**src/rtl/uart_cmd_master.sv**
```systemverilog
// UART command master: serializes host commands as UART frames and
// collects the 1- or 2-byte response returned by the far end.
module uart_cmd_master #(
    parameter int DATA_WIDTH     = 8,
    parameter int ADDR_WIDTH     = 4,
    parameter int FUNC_WIDTH     = 4,
    parameter int CLKS_PER_BIT   = 16,
    parameter int TIMEOUT_CYCLES = 4096
) (
    input  logic                    CLK,
    input  logic                    RST,
    input  logic                    CMD_VALID,
    output logic                    CMD_READY,
    input  logic [1:0]              CMD_TYPE,
    input  logic [ADDR_WIDTH-1:0]   CMD_ADDR,
    input  logic [DATA_WIDTH-1:0]   CMD_DATA_A,
    input  logic [DATA_WIDTH-1:0]   CMD_DATA_B,
    input  logic [FUNC_WIDTH-1:0]   CMD_FUNC,
    input  logic                    PAR_EN,
    input  logic                    PAR_TYP,
    output logic                    TX_OUT,
    input  logic                    RX_IN,
    output logic                    RSP_VALID,
    output logic [2*DATA_WIDTH-1:0] RSP_DATA,
    output logic                    RSP_ERROR,
    output logic                    RSP_TIMEOUT
);
    localparam int CW = $clog2(CLKS_PER_BIT);
    localparam int BW = (DATA_WIDTH > 1) ? $clog2(DATA_WIDTH) : 1;
    localparam int TW = $clog2(TIMEOUT_CYCLES + 1);

    localparam logic [CW-1:0] BIT_LAST  = CW'(CLKS_PER_BIT - 1);
    localparam logic [CW-1:0] BIT_HALF  = CW'(CLKS_PER_BIT / 2 - 1);
    localparam logic [BW-1:0] DBIT_LAST = BW'(DATA_WIDTH - 1);
    localparam logic [TW-1:0] TO_LAST   = TW'(TIMEOUT_CYCLES - 1);

    localparam logic [1:0] RF_WR   = 2'd0;
    localparam logic [1:0] RF_RD   = 2'd1;
    localparam logic [1:0] ALU_OP  = 2'd2;
    localparam logic [1:0] ALU_NOP = 2'd3;

    typedef enum logic [1:0] {M_IDLE, M_SEND, M_WAIT} mstate_t;
    typedef enum logic [1:0] {T_START, T_DATA, T_PAR, T_STOP} tstate_t;
    typedef enum logic [2:0] {R_IDLE, R_START, R_DATA, R_PAR, R_STOP} rstate_t;

    mstate_t m_q, m_nxt;
    tstate_t t_q, t_nxt;
    rstate_t r_q, r_nxt;

    logic [CW-1:0] tcnt_q, tcnt_nxt;
    logic [BW-1:0] tbit_q, tbit_nxt;
    logic [1:0]    fidx_q, fidx_nxt;

    logic [1:0]            typ_q;
    logic [ADDR_WIDTH-1:0] addr_q;
    logic [DATA_WIDTH-1:0] a_q, b_q;
    logic [FUNC_WIDTH-1:0] func_q;
    logic                  par_en_q, par_typ_q;

    logic [DATA_WIDTH-1:0] frm [4];
    logic [1:0]            last_frm;
    logic [DATA_WIDTH-1:0] tx_byte;
    logic                  accept, bit_end;

    logic                  rx_s1, rx_s2, rx_prev;
    logic [CW-1:0]         rcnt_q, rcnt_nxt;
    logic [BW-1:0]         rbit_q, rbit_nxt;
    logic [DATA_WIDTH-1:0] rsh_q, rsh_nxt;
    logic                  rpar_q, rpar_nxt;
    logic                  start_det, byte_done, byte_err;

    logic [TW-1:0]         to_q;
    logic [DATA_WIDTH-1:0] lo_q;
    logic                  got_lo_q, err_q;
    logic                  final_byte, done, to_hit;

    assign CMD_READY = (m_q == M_IDLE);
    assign accept    = CMD_READY && CMD_VALID;
    assign bit_end   = (tcnt_q == BIT_LAST);
    assign tx_byte   = frm[fidx_q];

    always_comb begin
        frm[0]   = '0;
        frm[1]   = '0;
        frm[2]   = '0;
        frm[3]   = '0;
        last_frm = 2'd0;
        unique case (typ_q)
            RF_WR: begin
                frm[0]   = DATA_WIDTH'(8'hAA);
                frm[1]   = DATA_WIDTH'(addr_q);
                frm[2]   = a_q;
                last_frm = 2'd2;
            end
            RF_RD: begin
                frm[0]   = DATA_WIDTH'(8'hBB);
                frm[1]   = DATA_WIDTH'(addr_q);
                last_frm = 2'd1;
            end
            ALU_OP: begin
                frm[0]   = DATA_WIDTH'(8'hCC);
                frm[1]   = a_q;
                frm[2]   = b_q;
                frm[3]   = DATA_WIDTH'(func_q);
                last_frm = 2'd3;
            end
            ALU_NOP: begin
                frm[0]   = DATA_WIDTH'(8'hDD);
                frm[1]   = DATA_WIDTH'(func_q);
                last_frm = 2'd1;
            end
        endcase
    end

    always_comb begin
        m_nxt    = m_q;
        t_nxt    = t_q;
        tcnt_nxt = tcnt_q;
        tbit_nxt = tbit_q;
        fidx_nxt = fidx_q;
        unique case (m_q)
            M_IDLE: begin
                if (CMD_VALID) begin
                    m_nxt    = M_SEND;
                    t_nxt    = T_START;
                    tcnt_nxt = '0;
                    tbit_nxt = '0;
                    fidx_nxt = '0;
                end
            end
            M_SEND: begin
                tcnt_nxt = bit_end ? '0 : tcnt_q + 1'b1;
                if (bit_end) begin
                    unique case (t_q)
                        T_START: begin
                            t_nxt    = T_DATA;
                            tbit_nxt = '0;
                        end
                        T_DATA: begin
                            if (tbit_q == DBIT_LAST)
                                t_nxt = par_en_q ? T_PAR : T_STOP;
                            else
                                tbit_nxt = tbit_q + 1'b1;
                        end
                        T_PAR: t_nxt = T_STOP;
                        T_STOP: begin
                            if (fidx_q == last_frm) begin
                                m_nxt = (typ_q == RF_WR) ? M_IDLE : M_WAIT;
                            end else begin
                                fidx_nxt = fidx_q + 1'b1;
                                t_nxt    = T_START;
                            end
                        end
                    endcase
                end
            end
            M_WAIT: begin
                if (done || to_hit)
                    m_nxt = M_IDLE;
            end
            default: m_nxt = M_IDLE;
        endcase
    end

    always_comb begin
        TX_OUT = 1'b1;
        if (m_q == M_SEND) begin
            unique case (t_q)
                T_START: TX_OUT = 1'b0;
                T_DATA:  TX_OUT = tx_byte[tbit_q];
                T_PAR:   TX_OUT = ^tx_byte ^ par_typ_q;
                T_STOP:  TX_OUT = 1'b1;
            endcase
        end
    end

    always_ff @(posedge CLK or posedge RST) begin
        if (RST) begin
            m_q       <= M_IDLE;
            t_q       <= T_START;
            tcnt_q    <= '0;
            tbit_q    <= '0;
            fidx_q    <= '0;
            typ_q     <= RF_WR;
            addr_q    <= '0;
            a_q       <= '0;
            b_q       <= '0;
            func_q    <= '0;
            par_en_q  <= 1'b0;
            par_typ_q <= 1'b0;
        end else begin
            m_q    <= m_nxt;
            t_q    <= t_nxt;
            tcnt_q <= tcnt_nxt;
            tbit_q <= tbit_nxt;
            fidx_q <= fidx_nxt;
            if (accept) begin
                typ_q     <= CMD_TYPE;
                addr_q    <= CMD_ADDR;
                a_q       <= CMD_DATA_A;
                b_q       <= CMD_DATA_B;
                func_q    <= CMD_FUNC;
                par_en_q  <= PAR_EN;
                par_typ_q <= PAR_TYP;
            end
        end
    end

    // Receiver: samples at mid-bit; a byte completes at mid-stop.
    always_comb begin
        r_nxt     = r_q;
        rcnt_nxt  = rcnt_q + 1'b1;
        rbit_nxt  = rbit_q;
        rsh_nxt   = rsh_q;
        rpar_nxt  = rpar_q;
        start_det = 1'b0;
        byte_done = 1'b0;
        byte_err  = 1'b0;
        unique case (r_q)
            R_IDLE: begin
                rcnt_nxt = '0;
                if (rx_prev && !rx_s2)
                    r_nxt = R_START;
            end
            R_START: begin
                if (rcnt_q == BIT_HALF) begin
                    rcnt_nxt = '0;
                    if (rx_s2) begin
                        r_nxt = R_IDLE;
                    end else begin
                        start_det = 1'b1;
                        r_nxt     = R_DATA;
                        rbit_nxt  = '0;
                        rpar_nxt  = 1'b0;
                    end
                end
            end
            R_DATA: begin
                if (rcnt_q == BIT_LAST) begin
                    rcnt_nxt = '0;
                    rsh_nxt  = {rx_s2, rsh_q[DATA_WIDTH-1:1]};
                    if (rbit_q == DBIT_LAST)
                        r_nxt = par_en_q ? R_PAR : R_STOP;
                    else
                        rbit_nxt = rbit_q + 1'b1;
                end
            end
            R_PAR: begin
                if (rcnt_q == BIT_LAST) begin
                    rcnt_nxt = '0;
                    rpar_nxt = rx_s2 ^ (^rsh_q) ^ par_typ_q;
                    r_nxt    = R_STOP;
                end
            end
            R_STOP: begin
                if (rcnt_q == BIT_LAST) begin
                    rcnt_nxt  = '0;
                    byte_done = 1'b1;
                    byte_err  = rpar_q | ~rx_s2;
                    r_nxt     = R_IDLE;
                end
            end
            default: r_nxt = R_IDLE;
        endcase
    end

    always_ff @(posedge CLK or posedge RST) begin
        if (RST) begin
            rx_s1   <= 1'b1;
            rx_s2   <= 1'b1;
            rx_prev <= 1'b1;
            r_q     <= R_IDLE;
            rcnt_q  <= '0;
            rbit_q  <= '0;
            rsh_q   <= '0;
            rpar_q  <= 1'b0;
        end else begin
            rx_s1   <= RX_IN;
            rx_s2   <= rx_s1;
            rx_prev <= rx_s2;
            r_q     <= r_nxt;
            rcnt_q  <= rcnt_nxt;
            rbit_q  <= rbit_nxt;
            rsh_q   <= rsh_nxt;
            rpar_q  <= rpar_nxt;
        end
    end

    assign final_byte = (typ_q == RF_RD) || got_lo_q;
    assign done       = (m_q == M_WAIT) && byte_done && final_byte;
    // Completion outranks a timeout landing in the same cycle.
    assign to_hit     = (m_q == M_WAIT) && !done && (to_q == TO_LAST);

    always_ff @(posedge CLK or posedge RST) begin
        if (RST) begin
            to_q        <= '0;
            lo_q        <= '0;
            got_lo_q    <= 1'b0;
            err_q       <= 1'b0;
            RSP_VALID   <= 1'b0;
            RSP_DATA    <= '0;
            RSP_ERROR   <= 1'b0;
            RSP_TIMEOUT <= 1'b0;
        end else begin
            RSP_VALID <= 1'b0;
            to_q <= (m_q != M_WAIT || start_det) ? '0 : to_q + 1'b1;
            if (accept) begin
                got_lo_q <= 1'b0;
                err_q    <= 1'b0;
            end else if (done) begin
                RSP_VALID   <= 1'b1;
                RSP_TIMEOUT <= 1'b0;
                RSP_ERROR   <= err_q | byte_err;
                RSP_DATA    <= (typ_q == RF_RD) ? {{DATA_WIDTH{1'b0}}, rsh_q}
                                                : {rsh_q, lo_q};
            end else if (to_hit) begin
                RSP_VALID   <= 1'b1;
                RSP_TIMEOUT <= 1'b1;
                RSP_ERROR   <= err_q;
                RSP_DATA    <= '0;
            end else if (m_q == M_WAIT && byte_done) begin
                lo_q     <= rsh_q;
                got_lo_q <= 1'b1;
                err_q    <= err_q | byte_err;
            end
        end
    end

endmodule

```
**config.mk**
```make
export PLATFORM = sky130hd
export DESIGN_NAME = uart_cmd_master
export DESIGN_NICKNAME = d
export VERILOG_FILES = /design/src/rtl/uart_cmd_master.sv
export SDC_FILE = /design/constraint.sdc
export NUM_CORES = 1
export LEC_CHECK = 0
export BUFFER_PORTS_ARGS = -buffer_cell sky130_fd_sc_hd__clkbuf_2
export CAP_MARGIN = 15
export CORE_MARGIN = 1
export CORE_UTILIZATION = 51
export CTS_BUF_LIST = sky130_fd_sc_hd__clkbuf_8
export CTS_CLUSTER_DIAMETER = 150
export DETAILED_ROUTE_END_ITERATION = 16
export PLACE_DENSITY_LB_ADDON = 0.05
export SYNTH_ARGS = -nofsm -noshare
export SYNTH_HDL_FRONTEND = slang
export SYNTH_SLANG_ARGS = --single-unit
```
**constraint.sdc**
```tcl
create_clock -name CLK -period 4.2 [get_ports CLK]
set_clock_uncertainty 0.15 [all_clocks]
set_input_delay 0.63 -clock CLK [delete_from_list [all_inputs] [get_ports CLK]]
set_output_delay 0.63 -clock CLK [all_outputs]
set_load 0.02 [all_outputs]
```
==> flow_metrics.py <==
metrics = {
    "setup_path": {
        "crit_fanout": 16,
        "worst_ep_arrival_time_ps": 2960,
        "cp-start-kind": "register",
        "crit_chain": "and3b_1, nor3b_2, a211oi_2, xor2_1, xnor2_1, xnor3_1, o311ai_2, clkbuf_2",
        "required_ps": 3420,
        "cpLargestDelayFamily": "XOR/XNOR gates",
        "worst_path_max_delay_cell": "dfrtp_1",
        "max_stage_delay_ps": 690,
        "end_kind": "primary output",
        "criticalPathCategory": "register to primary output",
        "path_buf_inv": 1,
    },
    "run_status": {
        "status": "completed",
    },
    "global_routing": {
        "grt_max_degree": 80,
        "grt_pass1_vias": 3792,
        "grt.overflow.total": 0,
        "antenna_found_initial": 0,
        "grt_pass1_wl_um": 18400,
        "track_usage": 0.211,
    },
    "die": {
        "die-height_um": 104,
        "initial_utilization": 0.535,
        "die-area_um2": 10800,
        "fp.coreArea_um2": 9950,
        "rows": 36,
        "fp.dieW_um": 104,
        "ioPinCount": 53,
    },
    "yosys": {
        "seq_area_frac_synth": 0.494,
        "ys_seq_elements": 105,
        "ys_top_cells_by_count": "dfrtp_1 (102), mux2_2 (44), nand2_1 (41)",
        "synth.most_common_cell": "dfrtp_1",
        "ys_top_cells_by_area": "dfrtp_1 (48%), mux2_2 (9.3%), mux2i_1 (3.4%)",
        "synthCells": 498,
        "synth_area_per_cell_um2": 10.7,
        "ys_async_sr_fraction": 1.00,
        "synth_top_cell_area_share": 0.480,
        "synth_top_cell_by_area": "dfrtp_1",
        "yosys_warnings": 0,
        "ys.flop_type": "dfrtp_1",
        "netlist_area_um2": 5320,
        "ys_types": 59,
        "synth_edf_count": 0,
        "synth_nets": 541,
    },
    "drt": {
        "drt_pass1_iterations": 4,
        "drtAntennaViolNets": 0,
        "vias": 3784,
        "wl_per_cell_um": 15.6,
        "routed_wl_um": 10600,
        "via_per_inst": 5.57,
        "drtIter0Drc": 135,
        "drcViolationCount": 0,
    },
    "timing": {
        "period_share": 0.891,
        "fmax_mhz": 267,
        "setup_viol": 0,
        "relSlewSlack": 0.364,
        "holdWs_ps": 169,
        "period_needed_ps": 3740,
        "rsz0062_at_grt": "no",
        "timing.setup.tns_ps": 0,
        "drv_slew": 0,
        "tightest_slew_ps": 954,
        "worst_slack_ps": 459,
        "hold_viol": 0,
    },
    "clock_tree": {
        "h-tree-depth": 3,
        "clk_pin_slew_ps": 110,
        "cts-root-buf": "clkbuf_8",
        "clock_path_buffers": 2,
        "clock_latency_ps": 380,
        "cts_sinks": 105,
        "cts_hold_buf": 0,
        "postCtsSetupBuffers": 0,
        "numCtsBuffers": 9,
        "cts_tree": "built",
        "ctsResizeCount": 0,
    },
    "power_and_ir_drop": {
        "ir_worst_vdd_uv": 257,
        "power.total_mw": 1.88,
        "leakage_nw": 2.77,
        "power_density_nw_per_um2": 319,
    },
    "layout": {
        "syn2layout_area_growth_pct": 11.2,
        "fillCellCount": 892,
        "multiInputGateArea_um2": 2510,
        "design_area_um2": 5920,
        "fin_cells": 679,
        "drive_above_1_share": 0.236,
        "utilization": 0.594,
        "ff_latch_area_um2": 2630,
        "layout.nets": 584,
        "n_antenna_cell": 0,
    },
    "flow_run": {
        "cap_viol_max_count": 0,
    },
    "placed_design": {
        "post-place-ws_ps": 876,
        "dp.cells": 663,
        "dpl_cell_area_um2": 5670,
        "hpwl_um": 7620,
        "routabilityCongestion": 0.814,
        "port_buffers": 52,
    },
    "hold_path": {
        "holdCritPathClass": "input pin to register",
    },
}
-- cell type report --
class	count	share of cell area
flip-flops and latches	105	0.445
well taps	133	0.0281
clock inverters	7	0.0205
clock buffers	9	0.0209
repair buffers	57	0.0503
multi-input cells	352	0.425
inverters	16	0.0106
-- final timing paths --
check | endpoint | slack, ps | start | cells after the start
min | rx_s1$_DFF_PP1_ | 170 | RX_IN | 1
max reg2reg | RSP_DATA[8]$_DFFE_PP0P_ | 1640 | typ_q[0]$_DFFE_PP0P_ | 6
min in group asynchronous | rsh_q[7]$_DFFE_PP0P_ | 300 | RST | 2
max in group asynchronous | tbit_q[0]$_DFFE_PP0P_ | 2690 | RST | 3
max | TX_OUT | 460 | fidx_q[1]$_DFFE_PP0P_ | 8
min reg2reg | rx_s2$_DFF_PP1_ | 220 | rx_s1$_DFF_PP1_ | 0
-- worst register-to-register path, cell delays in order (launching register included) --
cell and delay (ps):
dfrtp_1 610, buf_4 280, nor2b_1 430, o211ai_1 160, buf_4 220, nor2_1 450, a22o_1 210
-- sequential cells by signal (all words and copies together) (netlist names), 3 cells and up --
signal    cells
RSP_DATA     16
lo_q          8
tcnt_q        4
rsh_q         8
b_q           8
func_q        4
rbit_q        3
rcnt_q        4
r_q           3
to_q         13
tbit_q        3
addr_q        4
a_q           8
-- cells in the final DEF (no fill, tap or decap), types with 3 or more instances in the layout --
cell type,instances
a21oi_1,18
mux2i_1,18
nor2_1,39
mux2_2,44
nand3b_1,3
dfstp_2,3
a22oi_1,4
nor3_1,6
clkbuf_2,52
or3_1,4
and3_1,5
ha_1,11
nand3_1,13
a22o_1,9
clkbuf_8,9
o21ai_0,25
a31oi_1,4
a21o_1,4
buf_4,5
xor2_1,9
o211ai_1,5
dfrtp_1,102
nand2_1,41
a2111oi_0,3
nand2b_1,11
nor2b_1,9
nand4_1,6
o22ai_1,12
inv_1,15
xnor2_1,17
-- power breakdown --
group	switching [mW]	total, mW	internal, mW
registers	0.0221	1.05	1.03
logic	0.0547	0.0941	0.0394
clock network	0.388	0.742	0.354
total	0.464	1.88	1.42
-- per-layer routing --
metal  share of wire  GRT usage  vias to the layer above  wire, µm
li1                -          -                     1852         -
met1            0.49      0.297                     1861      5210
met2            0.46      0.330                       62      4890
met3           0.038     0.0432                        9       402
met4           0.011     0.0592                        0       120
met5               0          0                        -         0
-- cells by family after synthesis --
group	count (synthesis)	synth area share
muxes	62	0.127
AOI/OAI and AO/OA	100	0.126
adders and majority gates	11	0.0259
buffers and inverters	41	0.0334
xor gates and xnor gates	27	0.0470
and+or+nand+nor	152	0.146
DFF	105	0.494
(Power assumes the default switching activity.)
